### src/rtl/fpgafun_pkg.sv
// Shared definitions for the external-pin conditioning blocks.
package fpgafun_pkg;

  // Debounce FSM: qualifying states sit between the two settled levels.
  typedef enum logic [1:0] {
    S_LOW       = 2'b00,
    S_QUAL_HIGH = 2'b01,
    S_HIGH      = 2'b10,
    S_QUAL_LOW  = 2'b11
  } deb_state_e;

  // Counter width able to hold 0..n-1, never narrower than one bit.
  function automatic int unsigned cnt_width(input int unsigned n);
    return (n < 2) ? 1 : $clog2(n);
  endfunction

endpackage

### src/rtl/input_debounce_if.sv
// Pin-side signal bundle of the input debouncer.
interface input_debounce_if #(
  parameter int unsigned GLITCH_W = 8
) ();

  logic                pin_i;
  logic                glitch_clr_i;
  logic                level_o;
  logic                rise_o;
  logic                fall_o;
  logic [GLITCH_W-1:0] glitch_cnt_o;

  // Driver of the raw pin and the glitch clear; consumer of the clean outputs.
  modport master (
    output pin_i,
    output glitch_clr_i,
    input  level_o,
    input  rise_o,
    input  fall_o,
    input  glitch_cnt_o
  );

  // The debouncer itself.
  modport slave (
    input  pin_i,
    input  glitch_clr_i,
    output level_o,
    output rise_o,
    output fall_o,
    output glitch_cnt_o
  );

endinterface

### src/rtl/input_debounce_sync2.sv
// Two-flop synchroniser for one asynchronous external pin.
module sync2 (
  input  logic CLK_IN,
  input  logic RST_N_IN,
  input  logic d_i,
  output logic q_o
);

  logic sync1;
  logic sync0;

  // Metastability chain; only sync0 is safe to use downstream.
  always_ff @(posedge CLK_IN or negedge RST_N_IN) begin
    if (!RST_N_IN) begin
      sync1 <= 1'b0;
      sync0 <= 1'b0;
    end else begin
      sync1 <= d_i;
      sync0 <= sync1;
    end
  end

  assign q_o = sync0;

endmodule

### src/rtl/input_debounce.sv
// Debounces one external pin: synchronise, qualify each level change over
// STABLE_CYCLES identical samples, emit level plus registered edge strobes,
// and count aborted qualifications in a saturating glitch counter.
module input_debounce
  import fpgafun_pkg::*;
#(
  parameter int unsigned STABLE_CYCLES = 1000,
  parameter int unsigned GLITCH_W      = 8
) (
  input logic             CLK_IN,
  input logic             RST_N_IN,
  input_debounce_if.slave pins
);

  localparam int unsigned         CntW      = cnt_width(STABLE_CYCLES);
  localparam logic [CntW-1:0]     CntMax    = CntW'(STABLE_CYCLES - 1);
  localparam logic [GLITCH_W-1:0] GlitchMax = '1;

  logic                s;
  deb_state_e          state_q, state_d;
  logic [CntW-1:0]     cnt_q, cnt_d;
  logic                rise_q, rise_d;
  logic                fall_q, fall_d;
  logic [GLITCH_W-1:0] glitch_q, glitch_d;
  logic                glitch_inc;

  sync2 u_sync2 (
    .CLK_IN   (CLK_IN),
    .RST_N_IN (RST_N_IN),
    .d_i      (pins.pin_i),
    .q_o      (s)
  );

  // State, qualification counter, strobes and glitch counter registers.
  always_ff @(posedge CLK_IN or negedge RST_N_IN) begin
    if (!RST_N_IN) begin
      state_q  <= S_LOW;
      cnt_q    <= '0;
      rise_q   <= 1'b0;
      fall_q   <= 1'b0;
      glitch_q <= '0;
    end else begin
      state_q  <= state_d;
      cnt_q    <= cnt_d;
      rise_q   <= rise_d;
      fall_q   <= fall_d;
      glitch_q <= glitch_d;
    end
  end

  // Next-state logic: a qualifying state either completes, counts on, or
  // falls back to the settled level and records a glitch.
  always_comb begin
    state_d    = state_q;
    cnt_d      = cnt_q;
    rise_d     = 1'b0;
    fall_d     = 1'b0;
    glitch_inc = 1'b0;
    unique case (state_q)
      S_LOW: begin
        if (s) begin
          state_d = S_QUAL_HIGH;
          cnt_d   = CntW'(1);
        end
      end
      S_QUAL_HIGH: begin
        if (!s) begin
          state_d    = S_LOW;
          cnt_d      = '0;
          glitch_inc = 1'b1;
        end else if (cnt_q == CntMax) begin
          state_d = S_HIGH;
          cnt_d   = '0;
          rise_d  = 1'b1;
        end else begin
          cnt_d = cnt_q + CntW'(1);
        end
      end
      S_HIGH: begin
        if (!s) begin
          state_d = S_QUAL_LOW;
          cnt_d   = CntW'(1);
        end
      end
      S_QUAL_LOW: begin
        if (s) begin
          state_d    = S_HIGH;
          cnt_d      = '0;
          glitch_inc = 1'b1;
        end else if (cnt_q == CntMax) begin
          state_d = S_LOW;
          cnt_d   = '0;
          fall_d  = 1'b1;
        end else begin
          cnt_d = cnt_q + CntW'(1);
        end
      end
      default: begin
        state_d = S_LOW;
        cnt_d   = '0;
      end
    endcase
  end

  // Glitch counter: clear wins over increment, increment saturates.
  always_comb begin
    glitch_d = glitch_q;
    if (pins.glitch_clr_i) begin
      glitch_d = '0;
    end else if (glitch_inc && (glitch_q != GlitchMax)) begin
      glitch_d = glitch_q + GLITCH_W'(1);
    end
  end

  // Level is decoded from the registered state, so it moves only on
  // completed qualifications and has no path from any input.
  assign pins.level_o      = (state_q == S_HIGH) || (state_q == S_QUAL_LOW);
  assign pins.rise_o       = rise_q;
  assign pins.fall_o       = fall_q;
  assign pins.glitch_cnt_o = glitch_q;

endmodule

### src/flat_wrapper.sv
// flat-port wrapper written by rule: the top's interface ports become plain ports
module input_debounce_flat import fpgafun_pkg::*;
#(
  parameter int unsigned STABLE_CYCLES = 1000,
  parameter int unsigned GLITCH_W      = 8
)
  (CLK_IN, RST_N_IN, pins_pin_i, pins_glitch_clr_i, pins_level_o, pins_rise_o, pins_fall_o, pins_glitch_cnt_o);
  input_debounce_if #(.GLITCH_W(GLITCH_W)) pins_i ();
  input logic CLK_IN;
  input logic RST_N_IN;
  input wire logic [$bits(pins_i.pin_i)-1:0] pins_pin_i;
  input wire logic [$bits(pins_i.glitch_clr_i)-1:0] pins_glitch_clr_i;
  output wire logic [$bits(pins_i.level_o)-1:0] pins_level_o;
  output wire logic [$bits(pins_i.rise_o)-1:0] pins_rise_o;
  output wire logic [$bits(pins_i.fall_o)-1:0] pins_fall_o;
  output wire logic [$bits(pins_i.glitch_cnt_o)-1:0] pins_glitch_cnt_o;
  assign pins_i.pin_i = pins_pin_i;
  assign pins_i.glitch_clr_i = pins_glitch_clr_i;
  assign pins_level_o = pins_i.level_o;
  assign pins_rise_o = pins_i.rise_o;
  assign pins_fall_o = pins_i.fall_o;
  assign pins_glitch_cnt_o = pins_i.glitch_cnt_o;
  input_debounce #(.STABLE_CYCLES(STABLE_CYCLES), .GLITCH_W(GLITCH_W)) u_core (.CLK_IN(CLK_IN), .RST_N_IN(RST_N_IN), .pins(pins_i));
endmodule
### config.mk
export PLATFORM = sky130hd
export DESIGN_NAME = input_debounce_flat
export DESIGN_NICKNAME = d
export VERILOG_FILES = /design/src/rtl/fpgafun_pkg.sv /design/src/rtl/input_debounce_if.sv /design/src/rtl/input_debounce_sync2.sv /design/src/rtl/input_debounce.sv /design/src/flat_wrapper.sv
export SDC_FILE = /design/constraint.sdc
export NUM_CORES = 1
export LEC_CHECK = 0
export CORE_MARGIN = 3
export CORE_UTILIZATION = 38
export CTS_CLUSTER_DIAMETER = 120
export DETAILED_ROUTE_END_ITERATION = 7
export DONT_BUFFER_PORTS = 1
export PLACE_DENSITY_LB_ADDON = 0.08
export SLEW_MARGIN = 20
export SYNTH_ARGS = -nofsm -noshare
export SYNTH_HDL_FRONTEND = slang
export SYNTH_SLANG_ARGS = --single-unit
### constraint.sdc
create_clock -name CLK_IN -period 3.05 [get_ports CLK_IN]
set_input_delay 0.61 -clock CLK_IN [delete_from_list [all_inputs] [get_ports CLK_IN]]
set_output_delay 0.61 -clock CLK_IN [all_outputs]
set_load 0.005 [all_outputs]
==> results.sh, run 1 <==
export IMPL_final_nets=131
export IMPL_syn_inst=122
export IMPL_clock_fmax_ghz=0.506
export IMPL_syn_nets=128
export IMPL_synth_distinct_cells=37
export IMPL_route_detailed_drc=0
export IMPL_final_area_um2=1320
export IMPL_ioPinCount=15
export IMPL_drv_slew=0
export IMPL_cts_buffer_depth=2
export IMPL_drtIter0Drc=65
export IMPL_slew_headroom_pct=54.6
export IMPL_skew_ns=0.00587
export IMPL_worstPathArrival_ns=2.23
export IMPL_area_growth_syn_to_layout_pct=9.33
export IMPL_htree_levels=1
export IMPL_drv_cap=0
export IMPL_synth_area_um2=1210
export IMPL_yosysTopAreaCellShare_pct=49.7
export IMPL_floorplan_initialDensity_pct=41.6
export IMPL_grt_pass1_wl_mm=4.47
export IMPL_synth_edff_count=0
export IMPL_dp_hpwl_mm=1.76
export IMPL_end_kind="register"
export IMPL_place_inst=160
export IMPL_postPlaceCellArea_um2=1240
export IMPL_row_count=19
export IMPL_n_antenna_cell=0
export IMPL_wl_mm=2.57
export IMPL_tritoncts="yes"
export IMPL_antenna_found_initial=0
export IMPL_drtAntennaViolNets=0
export IMPL_die_w_um=62.4
export IMPL_cts_setup_buffers=0
export IMPL_syn_area_per_cell_um2=9.90
export IMPL_io_buffers=0
export IMPL_hold_viol_final=0
export IMPL_wl_per_cell_um=15.5
export IMPL_async_flop_share_pct=100
export IMPL_rsz0062_at_grt="false"
export IMPL_worstPathRequired_ns=3.31
export IMPL_core_area_um2=2900
export IMPL_track_usage_pct=14.1
export IMPL_synth_flop_cell="dfrtp_1"
export IMPL_start_kind="register"
export IMPL_crit_type="reg -> reg"
export IMPL_grt_max_degree=25
export IMPL_worstSkewPairLatency_ns=0.32
export IMPL_finalPower_uw=606
export IMPL_dr_pass1_iters=4
export IMPL_status="finished clean"
export IMPL_final_cells=166
export IMPL_layout_commonest_cell="dfrtp_1"
export IMPL_leakage_uw=0.000522
export IMPL_final_cell_mix="24 x dfrtp_1, 15 x nand2_1, 9 x nand3_1"
export IMPL_synth_seq_cells=24
export IMPL_layout_drive_gt1_share_pct=8.87
export IMPL_fin_crit_sh_pct=64.8
export IMPL_die_height_um=62.4
export IMPL_vias=951
export IMPL_yosysWarnings=0
export IMPL_cp_max_fo=9
export IMPL_viasPerCell=5.73
export IMPL_finalSetupViolations=0
export IMPL_grt_pass1_vias=855
export IMPL_synth_top_cells_by_area="dfrtp_1 50%, nand2_1 4.7%, nand3_1 3.7%, or4_1 3.7%, a21oi_1 3.3%"
export IMPL_die_area_um2=3890
export IMPL_ir_drop_uv=277
export IMPL_cts_sinks=24
export IMPL_worst_slew_pin_slew_ns=0.679
export IMPL_hp_class="in -> async"
export IMPL_yosysSeqAreaShare_pct=49.7
export IMPL_grt_overflow=0
export IMPL_synth_top_cell_by_area="dfrtp_1"
export IMPL_finalSetupTns_ns=0
export IMPL_finalWeightedCongestion=0.777
export IMPL_p_per_area_nw_per_um2=459
export IMPL_path_clk_slew_ns=0.14
export IMPL_min_period_ns=1.98
export IMPL_cts_root_buffer="clkbuf_4"
export IMPL_numCtsBuffers=3
registers in the layout (all words and copies together) (netlist names), named ones only:
| signal | count |
|---|---|
| u_core.pins.fall_o | 1 |
| u_core.cnt_q | 10 |
| u_core.state_q | 1 |
| u_core.u_sync2.sync1 | 1 |
| u_core.u_sync2.q_o | 1 |
| u_core.pins.glitch_cnt_o | 8 |
| u_core.pins.rise_o | 1 |
routing by layer:
layer | global-route usage [%] | vias up | part of all wire, %
li1 | - | 462 | -
met1 | 20.7 | 460 | 50
met2 | 20.2 | 27 | 44
met3 | 4.32 | 2 | 5.1
met4 | 3.31 | 0 | 0.90
met5 | 0 | - | 0
cell families after synthesis:
family / Yosys count / share of synthesized area [%]
buf+inv: 9 / 3.00
compound gates: 27 / 14.9
flops: 24 / 49.7
mux: 3 / 2.59
simple gates: 53 / 24.8
xor+xnor: 4 / 2.90
fa+ha+maj: 2 / 2.07
cell usage after synthesis (all sizes together), types with 2 or more instances:
cell type / number
dfrtp: 24
nand2: 15
nand3: 9
a21oi: 8
nor2: 7
or4: 7
inv: 5
o31ai: 4
a22o: 3
and2: 3
buf: 3
o21ai: 3
a31oi: 2
and3: 2
and4: 2
ha: 2
mux2i: 2
nand4: 2
nor3b: 2
or3: 2
xnor2: 2
xor2: 2
final timing paths:
path / end / slack (ns) / cells after the start / start
max: u_core.pins.glitch_cnt_o[5] / 1.07 / 6 / u_core.pins.glitch_cnt_o[0]
min: u_core.cnt_q[7] / 0.08 / 1 / RST_N_IN
max reg2reg: u_core.pins.glitch_cnt_o[5] / 1.07 / 6 / u_core.pins.glitch_cnt_o[0]
min reg2reg: u_core.u_sync2.q_o / 0.37 / 0 / u_core.u_sync2.sync1
max in group asynchronous: u_core.pins.glitch_cnt_o[1] / 2.82 / 1 / RST_N_IN
min in group CLK_IN: u_core.u_sync2.sync1 / 0.30 / 0 / pins_pin_i
per-stage QoR:
stage / hold WS (ns) / util, % / worst slack, ns
2_1_floorplan: 0.314 / - / 1.45
3_3_place_gp: 0.315 / 42.8 / 1.15
5_1_grt: 0.0528 / 45.5 / 0.933
6_report: 0.0782 / 45.5 / 1.07
4_1_cts: 0.0655 / 45.3 / 0.958
3_5_place_dp: 0.315 / 42.8 / 1.03
critical path, cell delays in order, from the launching register on:
cell and delay (ns):
dfrtp_1 0.47, ha_1 0.26, nand4_1 0.12, o211ai_1 0.20, buf_2 0.25, or4_1 0.47
a21oi_1 0.15
cell type report:
| type | instances | area [um^2] |
|---|---|---|
| well taps | 42 | 52.6 |
| clock buffers | 3 | 22.5 |
| inverters | 5 | 18.8 |
| repair buffers | 2 | 25.0 |
| flip-flops and latches | 24 | 601 |
| fillers | 288 | 1580 |
| multi-input cells | 89 | 571 |
| clock inverters | 1 | 30.0 |
repair_timing:
item	in CTS	in global routing
hold endpoints to repair	24	0
hold buffers	1	0
gates resized for setup	0	0
report_power, final:
part           total, uW  internal (uW)  switching (uW)  leakage [uW]
clock                231            133            97.7     0.0000279
sequential           337            326            11.2      0.000324
combinational       37.7           14.6            23.2      0.000170
total                606            474             132      0.000522
Power figures use the tool's default switching activity.
==> inputs of run 2 (changes only) <==
==> constraint.sdc (replaced) <==
create_clock -name CLK_IN -period 2 [get_ports CLK_IN]
set_input_delay 0.4 -clock CLK_IN [delete_from_list [all_inputs] [get_ports CLK_IN]]
set_output_delay 0.4 -clock CLK_IN [all_outputs]
set_load 0.005 [all_outputs]
==> run 2 against run 1 <==
  * Power up 57%
  * Non-clock buffer count grew 10
  * First-iteration DRC count up 12%
  * Clock-buffer cell count unchanged
  * Via count rose by 2.7%
  * Wire length fell by 0.93%
  * Maximum frequency rose by 8.6%
  * Final area is 6.1% higher
  * Register-to-register slack lost 0.89 ns
  * Sequential share of layout area down 2.6 points
  * Clock power increased by 57%
  * Critical endpoint is now u_core.pins.glitch_cnt_o[1]
  * Largest cell class unchanged
==> results.sh, run 2 (same netlist as run 1, synthesis figures left out) <==
export IMPL_antenna_found_initial=0
export IMPL_p_per_area_nw_per_um2=678
export IMPL_die_area_um2=3890
export IMPL_worstPathRequired_ns=2.23
export IMPL_numCtsBuffers=3
export IMPL_path_clk_slew_ns=0.14
export IMPL_die_w_um=62.4
export IMPL_p_sw_uw=215
export IMPL_route_detailed_drc=0
export IMPL_crit_type="reg -> reg"
export IMPL_drv_cap=0
export IMPL_hold_viol_final=0
export IMPL_core_area_um2=2900
export IMPL_die_height_um=62.4
export IMPL_power_internal_uw=734
export IMPL_final_cell_mix="24 x dfrtp_1, 15 x nand2_1, 10 x buf_4"
export IMPL_path_buf_inv=1
export IMPL_wl_per_cell_um=14.5
export IMPL_min_period_ns=1.82
export IMPL_largest_register="u_core.cnt_q"
export IMPL_slew_headroom_pct=64.5
export IMPL_hp_class="in -> reg"
export IMPL_finalPower_uw=949
export IMPL_layout_drive_gt1_share_pct=14.9
export IMPL_status="finished clean"
export IMPL_rsz0062_at_grt="false"
export IMPL_r2r_setup_slack_ns=0.18
export IMPL_fin_crit_sh_pct=91.0
export IMPL_drv_slew=0
export IMPL_n_antenna_cell=0
export IMPL_clock_fmax_ghz=0.549
export IMPL_io_buffers=0
export IMPL_leakage_uw=0.000574
export IMPL_cts_root_buffer="clkbuf_4"
export IMPL_multiInputGateArea_um2=571
export IMPL_worstSkewPairLatency_ns=0.32
export IMPL_start_kind="register"
export IMPL_fin_util_pct=48.3
export IMPL_cp_startpoint="u_core.pins.glitch_cnt_o[1]"
export IMPL_swShare_pct=22.7
export IMPL_seqPwrFrac_pct=53.5
export IMPL_grt_overflow=0
export IMPL_slowest_stage="o211ai_1"
export IMPL_critPathCapture="u_core.pins.glitch_cnt_o[1]"
export IMPL_worst_slew_pin_slew_ns=0.530
export IMPL_path_delay_family="compound AO/OA/AOI/OAI gates"
export IMPL_row_count=19
export IMPL_cp_max_fo=8
export IMPL_slowest_delay_ns=0.48
export IMPL_drtAntennaViolNets=0
export IMPL_pwr_share_comb_pct=8.3
export IMPL_cts_sinks=24
export IMPL_power_share_clock_pct=38.1
export IMPL_cts_buffer_depth=2
export IMPL_floorplan_initialDensity_pct=41.6
export IMPL_finalSetupTns_ns=0
export IMPL_htree_levels=1
export IMPL_dp_hpwl_mm=1.79
export IMPL_track_usage_pct=14.1
export IMPL_finalSetupViolations=0
export IMPL_vias=977
export IMPL_final_nets=141
export IMPL_ioPinCount=15
export IMPL_dr_pass1_iters=4
export IMPL_grt_pass1_wl_mm=4.48
export IMPL_viasPerCell=5.55
export IMPL_layout_commonest_cell="dfrtp_1"
export IMPL_skew_ns=0.000858
export IMPL_largest_reg_flops=10
export IMPL_reg2reg_from="u_core.pins.glitch_cnt_o[1]"
export IMPL_ir_drop_uv=257
export IMPL_cp_cell_sequence="ha_1 > nand4_1 > o211ai_1 > buf_4 > mux2i_1 > nor2_1"
export IMPL_drtIter0Drc=73
export IMPL_finalWeightedCongestion=0.834
export IMPL_worstPathArrival_ns=2.05
export IMPL_seq_area_um2=601
export IMPL_area_growth_syn_to_layout_pct=16.0
export IMPL_r2r_cells=6
export IMPL_end_kind="register"
export IMPL_tritoncts="yes"
export IMPL_crit_cells=6
export IMPL_r2r_end="u_core.pins.glitch_cnt_o[1]"
export IMPL_fillCellCount=283
export IMPL_grt_max_degree=25
export IMPL_grt_pass1_vias=938
export IMPL_wl_mm=2.55
run 2: changes by cell type in the layout (fill, tap and decap cells not counted):
cell           change
buf_4             +10
buf_2              -1
dlygate4sd3_1      +1
run 2: power by group through the flow:
stage | logic (uW) | clock network, uW | registers (uW)
6_report | 78.8 | 362 | 508
5_1_grt | 90.3 | 394 | 510
4_1_cts | 78.4 | 371 | 508
3_5_place_dp | 61.7 | 0 | 518
3_3_place_gp | 61.2 | 0 | 517
2_1_floorplan | 38.1 | 0 | 519
run 2: routing by layer:
metal | vias to the layer above | global-route usage, % | part of all wire (%)
li1 | 477 | - | -
met1 | 475 | 21.3 | 51
met2 | 21 | 19.6 | 43
met3 | 4 | 3.24 | 4.9
met4 | 0 | 4.68 | 0.86
met5 | - | 0 | 0
run 2: how the worst min path moves through the flow:
stage / from / end / cells past startpoint
6_report: pins_pin_i / u_core.u_sync2.sync1 / 0
5_1_grt: pins_pin_i / u_core.u_sync2.sync1 / 0
3_5_place_dp: RST_N_IN / u_core.cnt_q[7] / 0
2_1_floorplan: RST_N_IN / asynchronous set/reset pin / 0
4_1_cts: pins_pin_i / u_core.u_sync2.sync1 / 0
3_3_place_gp: RST_N_IN / u_core.cnt_q[5] / 0
run 2: cell type report:
cell class              count  area share [%]
clock buffers               3            1.61
flip-flops and latches     24            42.9
multi-input cells          89            40.8
well taps                  42            3.75
clock inverters             1            2.14
repair buffers             12            7.51
inverters                   5            1.34
run 2: worst reg2reg max path, cell delays in order (launching register included):
cell and delay (ns):
dfrtp_1 0.45, ha_1 0.22, nand4_1 0.10, o211ai_1 0.48, buf_4 0.25, mux2i_1 0.18
nor2_1 0.05
run 2: through the flow:
step,hold WS (ns),cells,worst slack [ns],area (um^2)
after floorplan,0.104,122,0.398,1210
after global placement,0.105,169,0.269,1310
after detailed placement,0.105,169,0.231,1310
after CTS,0.0751,175,0.202,1390
after global routing,0.0504,176,0.0110,1400
final,0.0875,176,0.180,1400
run 2: repair_timing:
action / CTS / global route
setup endpoints to repair: 0 / 2
hold buffers: 2 / 0
buffers inserted: 0 / 1
hold endpoints to repair: 24 / 0
gates resized for setup: 0 / 0
